### config.mk
export PLATFORM = sky130hd
export DESIGN_NAME = irda_mir_tx_framer_flat
export DESIGN_NICKNAME = d
export VERILOG_FILES = /design/src/rtl/irda_mir_tx_framer_if.sv /design/src/rtl/irda_mir_tx_framer.sv /design/src/flat_wrapper.sv
export SDC_FILE = /design/constraint.sdc
export NUM_CORES = 1
export LEC_CHECK = 0
export ABC_AREA = 1
export CORE_UTILIZATION = 52
export DETAILED_ROUTE_END_ITERATION = 16
export PLACE_DENSITY = 0.69
export SLEW_MARGIN = 20
export SYNTH_ARGS = -nofsm -noshare
export SYNTH_HDL_FRONTEND = slang
export SYNTH_SLANG_ARGS = --single-unit
### constraint.sdc
create_clock -name clk -period 2.6 [get_ports clk]
set_clock_uncertainty 0.2 [all_clocks]
set_input_delay 0.52 -clock clk [delete_from_list [all_inputs] [get_ports clk]]
set_output_delay 0.52 -clock clk [all_outputs]
set_load 0.005 [all_outputs]
### src/rtl/irda_mir_tx_framer_if.sv
// Bundle of control, data-controller handshake and serial output signals
// for the MIR HDLC transmit framer.
//   slave  : framer side (consumes control/data, drives handshake + bit stream)
//   master : controlling side (data controller, sequencer, bench)
// Signals:
//   mir_tx_enabled, tx_bit_en, tx_start, frame_len  : control into framer
//   data_i, data_available                          : un-stuffed data bit in
//   next_data, dc_restart                           : data controller handshake
//   tx_bit_o, tx_active, frame_done, tx_underrun    : framer status / output
interface irda_mir_tx_framer_if #(
  parameter int LEN_W = 12
) ();
  logic             mir_tx_enabled;
  logic             tx_bit_en;
  logic             tx_start;
  logic [LEN_W-1:0] frame_len;
  logic             data_i;
  logic             data_available;
  logic             next_data;
  logic             dc_restart;
  logic             tx_bit_o;
  logic             tx_active;
  logic             frame_done;
  logic             tx_underrun;

  modport slave (
    input  mir_tx_enabled, tx_bit_en, tx_start, frame_len, data_i, data_available,
    output next_data, dc_restart, tx_bit_o, tx_active, frame_done, tx_underrun
  );

  modport master (
    output mir_tx_enabled, tx_bit_en, tx_start, frame_len, data_i, data_available,
    input  next_data, dc_restart, tx_bit_o, tx_active, frame_done, tx_underrun
  );
endinterface

### src/rtl/irda_mir_tx_framer.sv
// MIR (1.152 Mbit/s) HDLC transmit framer. Sends START_FLAGS opening 0x7E
// flags, the payload with zero-bit insertion, the stuffed CRC-16 FCS and one
// closing flag, one NRZ bit per tx_bit_en strobe.
// Ports:
//   clk      : system clock
//   wb_rst_i : asynchronous active-high reset
//   bus      : irda_mir_tx_framer_if.slave (control, data handshake, output)
//
// state | meaning
// IDLE  | waiting for tx_start, line held at 0
// SFLAG | opening flags, unstuffed
// DATA  | payload bits with zero-bit insertion and CRC update
// FCS   | inverted CRC, LSB first, stuffed
// EFLAG | closing flag, unstuffed
// ABORT | data underrun, eight 1s then back to IDLE
module irda_mir_tx_framer #(
  parameter int START_FLAGS = 2,
  parameter int LEN_W       = 12
) (
  input  logic clk,
  input  logic wb_rst_i,
  irda_mir_tx_framer_if.slave bus
);
  localparam logic [7:0]       FLAG       = 8'h7E;
  localparam int               CNT_W      = 7;
  localparam logic [CNT_W-1:0] SFLAG_LAST = CNT_W'(START_FLAGS * 8 - 1);
  localparam logic [LEN_W+2:0] BITS_ZERO  = '0;
  localparam logic [LEN_W+2:0] BITS_ONE   = (LEN_W+3)'(1);

  typedef enum logic [2:0] {IDLE, SFLAG, DATA, FCS, EFLAG, ABORT} state_t;

  state_t           r_state, w_state_nxt;
  logic [LEN_W+2:0] r_bit_cnt, w_bit_cnt_nxt;
  logic [CNT_W-1:0] r_cnt, w_cnt_nxt;
  logic [2:0]       r_ones, w_ones_nxt;
  logic [15:0]      r_crc, w_crc_nxt;
  logic             r_tx_bit, w_tx_bit_nxt;
  logic             r_frame_done, w_frame_done_nxt;
  logic             r_dc_restart, w_dc_restart_nxt;
  logic             r_underrun, w_underrun_nxt;
  logic             w_next_data;
  logic             w_crc_fb;
  logic             w_fcs_bit;

  always_ff @(posedge clk or posedge wb_rst_i) begin
    if (wb_rst_i) begin
      r_state      <= IDLE;
      r_bit_cnt    <= '0;
      r_cnt        <= '0;
      r_ones       <= '0;
      r_crc        <= 16'hFFFF;
      r_tx_bit     <= 1'b0;
      r_frame_done <= 1'b0;
      r_dc_restart <= 1'b0;
      r_underrun   <= 1'b0;
    end else begin
      r_state      <= w_state_nxt;
      r_bit_cnt    <= w_bit_cnt_nxt;
      r_cnt        <= w_cnt_nxt;
      r_ones       <= w_ones_nxt;
      r_crc        <= w_crc_nxt;
      r_tx_bit     <= w_tx_bit_nxt;
      r_frame_done <= w_frame_done_nxt;
      r_dc_restart <= w_dc_restart_nxt;
      r_underrun   <= w_underrun_nxt;
    end
  end

  always_comb begin
    w_state_nxt      = r_state;
    w_bit_cnt_nxt    = r_bit_cnt;
    w_cnt_nxt        = r_cnt;
    w_ones_nxt       = r_ones;
    w_crc_nxt        = r_crc;
    w_tx_bit_nxt     = r_tx_bit;
    w_frame_done_nxt = 1'b0;
    w_dc_restart_nxt = 1'b0;
    w_underrun_nxt   = 1'b0;
    w_next_data      = 1'b0;
    w_crc_fb         = bus.data_i ^ r_crc[0];
    w_fcs_bit        = ~r_crc[0];

    if (r_state != IDLE && !bus.mir_tx_enabled) begin
      // Mode switched away mid-frame: drop the line and resync the data side.
      w_state_nxt      = IDLE;
      w_tx_bit_nxt     = 1'b0;
      w_cnt_nxt        = '0;
      w_dc_restart_nxt = 1'b1;
    end else begin
      case (r_state)
        IDLE: begin
          // The last abort '1' keeps its full bit period before the line idles.
          if (bus.tx_bit_en) w_tx_bit_nxt = 1'b0;
          if (bus.tx_start && bus.mir_tx_enabled) begin
            w_state_nxt   = SFLAG;
            w_bit_cnt_nxt = {bus.frame_len, 3'b000};
            w_crc_nxt     = 16'hFFFF;
            w_ones_nxt    = '0;
            w_cnt_nxt     = '0;
          end
        end
        SFLAG: if (bus.tx_bit_en) begin
          w_tx_bit_nxt = FLAG[r_cnt[2:0]];
          w_cnt_nxt    = r_cnt + 1'b1;
          if (r_cnt == SFLAG_LAST) begin
            w_cnt_nxt   = '0;
            w_state_nxt = (r_bit_cnt == BITS_ZERO) ? FCS : DATA;
          end
        end
        DATA: if (bus.tx_bit_en) begin
          if (r_ones == 3'd5) begin
            w_tx_bit_nxt = 1'b0;
            w_ones_nxt   = '0;
            if (r_bit_cnt == BITS_ZERO) w_state_nxt = FCS;
          end else if (!bus.data_available) begin
            w_state_nxt    = ABORT;
            w_underrun_nxt = 1'b1;
            w_cnt_nxt      = '0;
          end else begin
            w_next_data   = 1'b1;
            w_tx_bit_nxt  = bus.data_i;
            w_crc_nxt     = {1'b0, r_crc[15:1]} ^ (w_crc_fb ? 16'h8408 : 16'h0000);
            w_ones_nxt    = bus.data_i ? 3'(r_ones + 3'd1) : 3'd0;
            w_bit_cnt_nxt = r_bit_cnt - 1'b1;
            // Stay in DATA for one more strobe if the last bit leaves a stuff pending.
            if (r_bit_cnt == BITS_ONE && w_ones_nxt != 3'd5) w_state_nxt = FCS;
          end
        end
        FCS: if (bus.tx_bit_en) begin
          if (r_ones == 3'd5) begin
            w_tx_bit_nxt = 1'b0;
            w_ones_nxt   = '0;
            if (r_cnt == CNT_W'(16)) begin
              w_state_nxt = EFLAG;
              w_cnt_nxt   = '0;
            end
          end else begin
            w_tx_bit_nxt = w_fcs_bit;
            w_crc_nxt    = {1'b1, r_crc[15:1]};
            w_ones_nxt   = w_fcs_bit ? 3'(r_ones + 3'd1) : 3'd0;
            w_cnt_nxt    = r_cnt + 1'b1;
            if (r_cnt == CNT_W'(15) && w_ones_nxt != 3'd5) begin
              w_state_nxt = EFLAG;
              w_cnt_nxt   = '0;
            end
          end
        end
        EFLAG: if (bus.tx_bit_en) begin
          w_tx_bit_nxt = FLAG[r_cnt[2:0]];
          w_cnt_nxt    = r_cnt + 1'b1;
          if (r_cnt == CNT_W'(7)) begin
            w_state_nxt      = IDLE;
            w_cnt_nxt        = '0;
            w_frame_done_nxt = 1'b1;
            w_dc_restart_nxt = 1'b1;
          end
        end
        ABORT: if (bus.tx_bit_en) begin
          w_tx_bit_nxt = 1'b1;
          w_cnt_nxt    = r_cnt + 1'b1;
          if (r_cnt == CNT_W'(7)) begin
            w_state_nxt      = IDLE;
            w_cnt_nxt        = '0;
            w_dc_restart_nxt = 1'b1;
          end
        end
        default: w_state_nxt = IDLE;
      endcase
    end
  end

  assign bus.next_data   = w_next_data;
  assign bus.dc_restart  = r_dc_restart;
  assign bus.tx_bit_o    = r_tx_bit;
  assign bus.tx_active   = (r_state != IDLE);
  assign bus.frame_done  = r_frame_done;
  assign bus.tx_underrun = r_underrun;
endmodule
### src/flat_wrapper.sv
// flat-port wrapper written by rule: the top's interface ports become plain ports
module irda_mir_tx_framer_flat 
#(
  parameter int START_FLAGS = 2,
  parameter int LEN_W       = 12
)
  (clk, wb_rst_i, bus_mir_tx_enabled, bus_tx_bit_en, bus_tx_start, bus_frame_len, bus_data_i, bus_data_available, bus_next_data, bus_dc_restart, bus_tx_bit_o, bus_tx_active, bus_frame_done, bus_tx_underrun);
  irda_mir_tx_framer_if #(.LEN_W(LEN_W)) bus_i ();
  input  logic clk;
  input  logic wb_rst_i;
  input wire logic [$bits(bus_i.mir_tx_enabled)-1:0] bus_mir_tx_enabled;
  input wire logic [$bits(bus_i.tx_bit_en)-1:0] bus_tx_bit_en;
  input wire logic [$bits(bus_i.tx_start)-1:0] bus_tx_start;
  input wire logic [$bits(bus_i.frame_len)-1:0] bus_frame_len;
  input wire logic [$bits(bus_i.data_i)-1:0] bus_data_i;
  input wire logic [$bits(bus_i.data_available)-1:0] bus_data_available;
  output wire logic [$bits(bus_i.next_data)-1:0] bus_next_data;
  output wire logic [$bits(bus_i.dc_restart)-1:0] bus_dc_restart;
  output wire logic [$bits(bus_i.tx_bit_o)-1:0] bus_tx_bit_o;
  output wire logic [$bits(bus_i.tx_active)-1:0] bus_tx_active;
  output wire logic [$bits(bus_i.frame_done)-1:0] bus_frame_done;
  output wire logic [$bits(bus_i.tx_underrun)-1:0] bus_tx_underrun;
  assign bus_i.mir_tx_enabled = bus_mir_tx_enabled;
  assign bus_i.tx_bit_en = bus_tx_bit_en;
  assign bus_i.tx_start = bus_tx_start;
  assign bus_i.frame_len = bus_frame_len;
  assign bus_i.data_i = bus_data_i;
  assign bus_i.data_available = bus_data_available;
  assign bus_next_data = bus_i.next_data;
  assign bus_dc_restart = bus_i.dc_restart;
  assign bus_tx_bit_o = bus_i.tx_bit_o;
  assign bus_tx_active = bus_i.tx_active;
  assign bus_frame_done = bus_i.frame_done;
  assign bus_tx_underrun = bus_i.tx_underrun;
  irda_mir_tx_framer #(.START_FLAGS(START_FLAGS), .LEN_W(LEN_W)) u_core (.clk(clk), .wb_rst_i(wb_rst_i), .bus(bus_i));
endmodule
# ---- Word level (Yosys, flattened, before mapping)
# Memory sizes are Yosys's and may differ from the RTL's.
# Cells that the tools add are included.
dict set report word_totals {
  regBits 48
  mem_bits_ro 8
  out_inout_bits 6
  word_cells 154
  mem_count 1
}
# name depth width rd rd_ports_with_merged_regs write_ports line_no
set memory_table {}
lappend memory_table {{(name not given)} 8 1 1 0 0 irda_mir_tx_framer.sv:103} ;# w_tx_bit_nxt = FLAG[r_cnt[2:0]];
dict set report classes {
  add_sub_neg 3
  order_cmp 1
  n_eq_ne 36
  muxes 80
  bitwise_logic 4
  n_reduce_logical 20
}
# op count
set ops {}
lappend ops {{2-to-1 mux 16 bit} 7}
lappend ops {{2-to-1 mux 7 bit} 13}
lappend ops {{2-to-1 mux 3 bit} 23}
lappend ops {{2-to-1 mux 15 bit} 4}
lappend ops {{case mux 16 bit (3 select lines)} 1}
lappend ops {{case mux 7 bit (5 select lines)} 1}
lappend ops {{case mux 15 bit (2 select lines)} 1}
lappend ops {{2-to-1 mux 1 bit} 27}
lappend ops {{!= test 3 x 2 -> 1 bit, second input constant} 8}
lappend ops {{bitwise XOR 15 x 16 -> 16 bit} 1}
lappend ops {{== test 15 x 1 -> 1 bit, second input constant} 1}
lappend ops {{logical NOT 15 bit} 1}
lappend ops {{!= test 3 x 1 -> 1 bit, second input constant} 5}
lappend ops {{case mux 3 bit (5 select lines)} 1}
lappend ops {{subtractor 15 x 1 -> 15 bit, second input constant} 1}
lappend ops {{AND reduction 6 bit} 2}
lappend ops {{nonzero test 6 bit} 2}
lappend ops {{AND reduction 11 bit} 1}
lappend ops {{!= test 2 bit, second input constant} 5}
lappend ops {{== test 3 bit, second input constant} 3}
lappend ops {{case mux 3 bit (3 select lines)} 1}
lappend ops {{AND reduction 9 bit} 1}
lappend ops {{!= test 4 x 2 -> 1 bit, second input constant} 2}
lappend ops {{AND reduction 8 bit} 1}
lappend ops {{other kinds (23)} 31}

# ---- Logic depth before layout (Yosys ltp)
dict set report logic_depth {
  word_depth 10
  mapped_depth 12
}

# ---- Worst setup path after synthesis
# No wires, ideal clock.
dict set report synth_timing {
  path_type {reg2reg}
  from {reg u_core.r_ones[0]}
  to {reg u_core.r_bit_cnt[4]}
  setup_time_ns 0.130
  arrival_time_ns 1.551
  slack_ns 0.720
  stages_incl_launch_ff 9
  synth_period_minus_slack_ns 1.880
  path_cell_list {dfrtp_1 ha_1 nand2_1 inv_1 nand2_1 nand3_1 nor3_4 buf_2 a31oi_1}
}
dict set report synth_between {
  elab_chain_len 3
}
# element line_no
set synth_rtl {}
lappend synth_rtl {{from (decl)} irda_mir_tx_framer.sv:35} ;# logic [2:0] r_ones, w_ones_nxt;
lappend synth_rtl {{from (signal assigned)} irda_mir_tx_framer.sv:60} ;# r_ones <= w_ones_nxt;
lappend synth_rtl {{== test 3 bit} irda_mir_tx_framer.sv:111} ;# if (r_ones == 3'd5) begin
lappend synth_rtl {{!= test 2 bit (no source line)} n/a}
lappend synth_rtl {{AND reduction 6 bit (no source line)} n/a}
lappend synth_rtl {{to (signal assigned)} irda_mir_tx_framer.sv:58} ;# r_bit_cnt <= w_bit_cnt_nxt;
lappend synth_rtl {{to (decl)} irda_mir_tx_framer.sv:33} ;# logic [LEN_W+2:0] r_bit_cnt, w_bit_cnt_nxt;
# No other way between the ends.
# A chain may end at the register's enable or synchronous reset.

# ---- Worst setup path after layout
dict set report layout_timing {
  from {reg u_core.r_cnt[1]}
  to {reg u_core.r_state[0]}
}
dict set report layout_between {
  elab_chain_len 4
}
# element line_no
set layout_rtl {}
lappend layout_rtl {{from (decl)} irda_mir_tx_framer.sv:34} ;# logic [CNT_W-1:0] r_cnt, w_cnt_nxt;
lappend layout_rtl {{from (signal assigned)} irda_mir_tx_framer.sv:59} ;# r_cnt <= w_cnt_nxt;
lappend layout_rtl {{== test 7 x 4 -> 1 bit} {irda_mir_tx_framer.sv:105, irda_mir_tx_framer.sv:142}}
lappend layout_rtl {{logical AND 1 bit} irda_mir_tx_framer.sv:142} ;# if (r_cnt == CNT_W'(15) && w_ones_nxt != 3'd5) begin
lappend layout_rtl {{!= test 4 x 1 -> 1 bit (no source line)} n/a}
lappend layout_rtl {{AND reduction 11 bit (no source line) (*)} n/a}
lappend layout_rtl {{to (signal assigned)} irda_mir_tx_framer.sv:57} ;# r_state <= w_state_nxt;
lappend layout_rtl {{to (decl)} irda_mir_tx_framer.sv:32} ;# state_t r_state, w_state_nxt;
# Mark *: on every way between the ends. The rest lies on a longest branch, timed or not.

==> flow_metrics.env <==
export IMPL_ys_seq_area_share_pct=38.7
export IMPL_ctsHoldBuffers=0
export IMPL_tns_ns=0
export IMPL_avgViaCountPerCell=5.34
export IMPL_cts_buffers=5
export IMPL_status="completed"
export IMPL_setup_viol=0
export IMPL_coreArea_um2=5890
export IMPL_cp_required_ns=2.60
export IMPL_area_growth_pct=16.2
export IMPL_cellLeakagePower_nw=1.75
export IMPL_hold_class="reg -> reg"
export IMPL_final_max_slew_viol_count=0
export IMPL_fmax_mhz=452
export IMPL_rsz0062_at_grt="false"
export IMPL_finalInstanceArea_um2=3660
export IMPL_overflow=0
export IMPL_wire_per_inst_um=13.1
export IMPL_muxShareOfSynthArea_pct=0
export IMPL_clock_sinks=48
export IMPL_clk_root_buffer_cell="clkbuf_8"
export IMPL_firstDrtPassIters=5
export IMPL_cp_end_kind="register"
export IMPL_tightest_slew_ns=0.470
export IMPL_grt_pass1_wl_mm=12.3
export IMPL_critPathMaxFanout=5
export IMPL_wl_mm=7.20
export IMPL_dp_final_hpwl_mm=5.15
export IMPL_cts_buffer_depth=2
export IMPL_finalNonFillerCells=549
export IMPL_synthAdderAreaFrac_pct=2.78
export IMPL_synthFlopType="dfrtp_1"
export IMPL_synth_edf_count=0
export IMPL_die_width_um=79.9
export IMPL_cts_tree="yes"
export IMPL_drv_cap=0
export IMPL_worst_setup_path_type="reg -> reg"
export IMPL_antenna_left=0
export IMPL_irDropWorstVdd_uv=624
export IMPL_syn_area_um2=3150
export IMPL_reg2reg_depth=10
export IMPL_portBuffers=24
export IMPL_syn_nets=464
export IMPL_clk_pin_slew_ns=0.10
export IMPL_ys_seq_elements=48
export IMPL_route_detailed_drc=0
export IMPL_postSynthAreaPerCell_um2=7.20
export IMPL_syn_inst=438
export IMPL_drt_iter0_markers=211
export IMPL_grt_max_degree=33
export IMPL_dpl_cell_count=537
export IMPL_powerDensity_nw_per_um2=1050
export IMPL_multi_input_area_um2=1650
export IMPL_place_area_um2=3540
export IMPL_timing_slew_headroom_pct=68.4
export IMPL_synth_compound_area_share_pct=14.0
export IMPL_diodes=0
export IMPL_num_vias=2929
export IMPL_htreeDepth=2
export IMPL_core_rowCount=28
export IMPL_drive_above_1_share_pct=14.6
export IMPL_synth_top_cell_by_area="dfrtp_1"
export IMPL_yosys_warnings=0
export IMPL_ios=25
export IMPL_grtUsageTotal_pct=24.5
export IMPL_start_util_pct=53.6
export IMPL_hold_viol=0
export IMPL_die_h_um=79.9
export IMPL_synth_simple_gate_area_share_pct=32.9
export IMPL_critPathLaunchType="register"
export IMPL_clk_latency_ns=0.31
export IMPL_antenna_found_initial=0
export IMPL_n_fill_cell=559
export IMPL_synth_area_top_cells="dfrtp_1, dfstp_2, nand2_1, nor2_1, nand3_1"
export IMPL_nets=499
export IMPL_synth_xor_area_share_pct=2.78
export IMPL_gp_congestion=0.903
export IMPL_seq_area_um2=1220
export IMPL_period_needed_ns=2.21
export IMPL_synth_top_cell_area_share_pct=25.4
export IMPL_grt_pass1_vias=2744
export IMPL_ys_async_sr_fraction_pct=100
export IMPL_synth_cell_types=35
export IMPL_whs_path_depth=2
export IMPL_synth_top_family_by_area="simple AND/OR/NAND/NOR gates"
export IMPL_fin_crit_sh_pct=85.2
export IMPL_die_area_um2=6380
export IMPL_critPathArrivalTime_ns=2.22
[cell usage in the layout (no fill, tap or decap), types with 2 or more instances in the layout]
master / synthesis / final
a21oi_1: 12 / 12
a21oi_2: 12 / 12
buf_12: 0 / 3
buf_4: 2 / 13
clkbuf_8: 0 / 6
clkdlybuf4s50_1: 0 / 23
dfrtp_1: 32 / 29
dfrtp_2: 0 / 3
dfstp_2: 16 / 16
ha_1: 7 / 7
inv_1: 49 / 48
inv_2: 4 / 5
nand2_1: 100 / 100
nand2_2: 2 / 2
nand3_1: 40 / 40
nand3b_1: 3 / 3
nand4_1: 11 / 11
nor2_1: 69 / 69
nor3_1: 2 / 2
nor3_4: 2 / 2
o211ai_1: 4 / 4
o21ai_0: 29 / 29
o21ai_1: 5 / 5
o22ai_1: 5 / 5
o31ai_1: 3 / 3
xor2_1: 9 / 9
[metrics by stage]
stage	hold slack, ns	worst slack (ns)	utilization, %	total power, W
5_1_grt	0.310	0.205	62.3	0.00423
3_5_place_dp	0.280	0.0636	60.1	0.00332
2_1_floorplan	0.252	0.720	-	0.00280
4_1_cts	0.295	0.000520	61.8	0.00383
6_report	0.289	0.386	62.3	0.00386
3_3_place_gp	0.265	0.0748	60.1	0.00327
[path summary, 6_finish.rpt]
check,startpoint,end,slack [ns]
min in group asynchronous,wb_rst_i,u_core.r_bit_cnt[11],0.33
worst min-delay path,u_core.r_crc[15],u_core.r_crc[15],0.29
worst max register to register,u_core.r_cnt[1],u_core.r_state[0],0.39
worst max-delay path,u_core.r_cnt[1],u_core.r_state[0],0.39
max in group asynchronous,wb_rst_i,u_core.r_crc[2],1.28
worst min register to register,u_core.r_crc[15],u_core.r_crc[15],0.29
[cells in the mapped netlist (4+ instances only)]
library cell and n:
dfrtp_1 32, dfstp_2 16, nand2_1 100, inv_2 4, nand3_1 40, o21ai_1 5
xor2_1 9, buf_2 4, nand4_1 11, a21oi_2 12, o22ai_1 5, o211ai_1 4
ha_1 7, a21oi_1 12, nor2_1 69, o21ai_0 29, inv_1 49
[state kept, by name (all words and copies together), names as in the netlist]
signal / cells
u_core.bus.tx_bit_o: 1
u_core.r_ones: 3
u_core.bus.frame_done: 1
u_core.r_bit_cnt: 15
u_core.r_state: 3
u_core.r_crc: 16
u_core.bus.dc_restart: 1
u_core.r_cnt: 7
u_core.bus.tx_underrun: 1
[metal layers]
metal  wire (µm)  global-route usage, %  share of wire (%)
met5           0                      0                  0
met2        3260                   38.8                 45
met4          54                   6.43               0.75
met3         339                   4.11                4.7
met1        3550                   34.4                 49
[cell type report]
class | instances | area share, %
multi-input cells | 325 | 45.1
flip-flops and latches | 48 | 33.4
well taps | 75 | 2.56
clock buffers | 7 | 2.36
inverters | 53 | 5.43
clock inverters | 1 | 0.171
repair buffers | 40 | 10.9
[worst max-delay path: stages (launching register included)]
cell      delay [ns]
dfrtp_1         0.42
ha_1            0.27
nand3_1         0.15
nor2_1          0.18
nand2_1         0.12
nand2_1         0.09
nand3_1         0.12
o21bai_1        0.28
nand2_1         0.14
nand2_1         0.08
nand2_1         0.05
[cell families after synthesis]
family                   Yosys count
XOR/XNOR                          10
adder cells (fa/ha/maj)            7
flip-flops                        48
buffers and inverters             65
AO/OA/AOI/OAI                     73
AND/OR/NAND/NOR                  235
[power breakdown]
| part | internal, W | leakage [nW] | switching, W |
|---|---|---|---|
| Combinational | 0.000795 | 1.12 | 0.00137 |
| Sequential | 0.00102 | 0.581 | 0.000188 |
| Clock | 0.000218 | 0.0488 | 0.000267 |
| Total | 0.00203 | 1.75 | 0.00182 |
[what timing repair did]
item,CTS,global route
setup endpoints to repair,1,1
setup buffers,1,3
resized for setup,1,3
endpoints found under the hold margin,0,0
pin swaps,1,0
(Power assumes the default switching activity.)
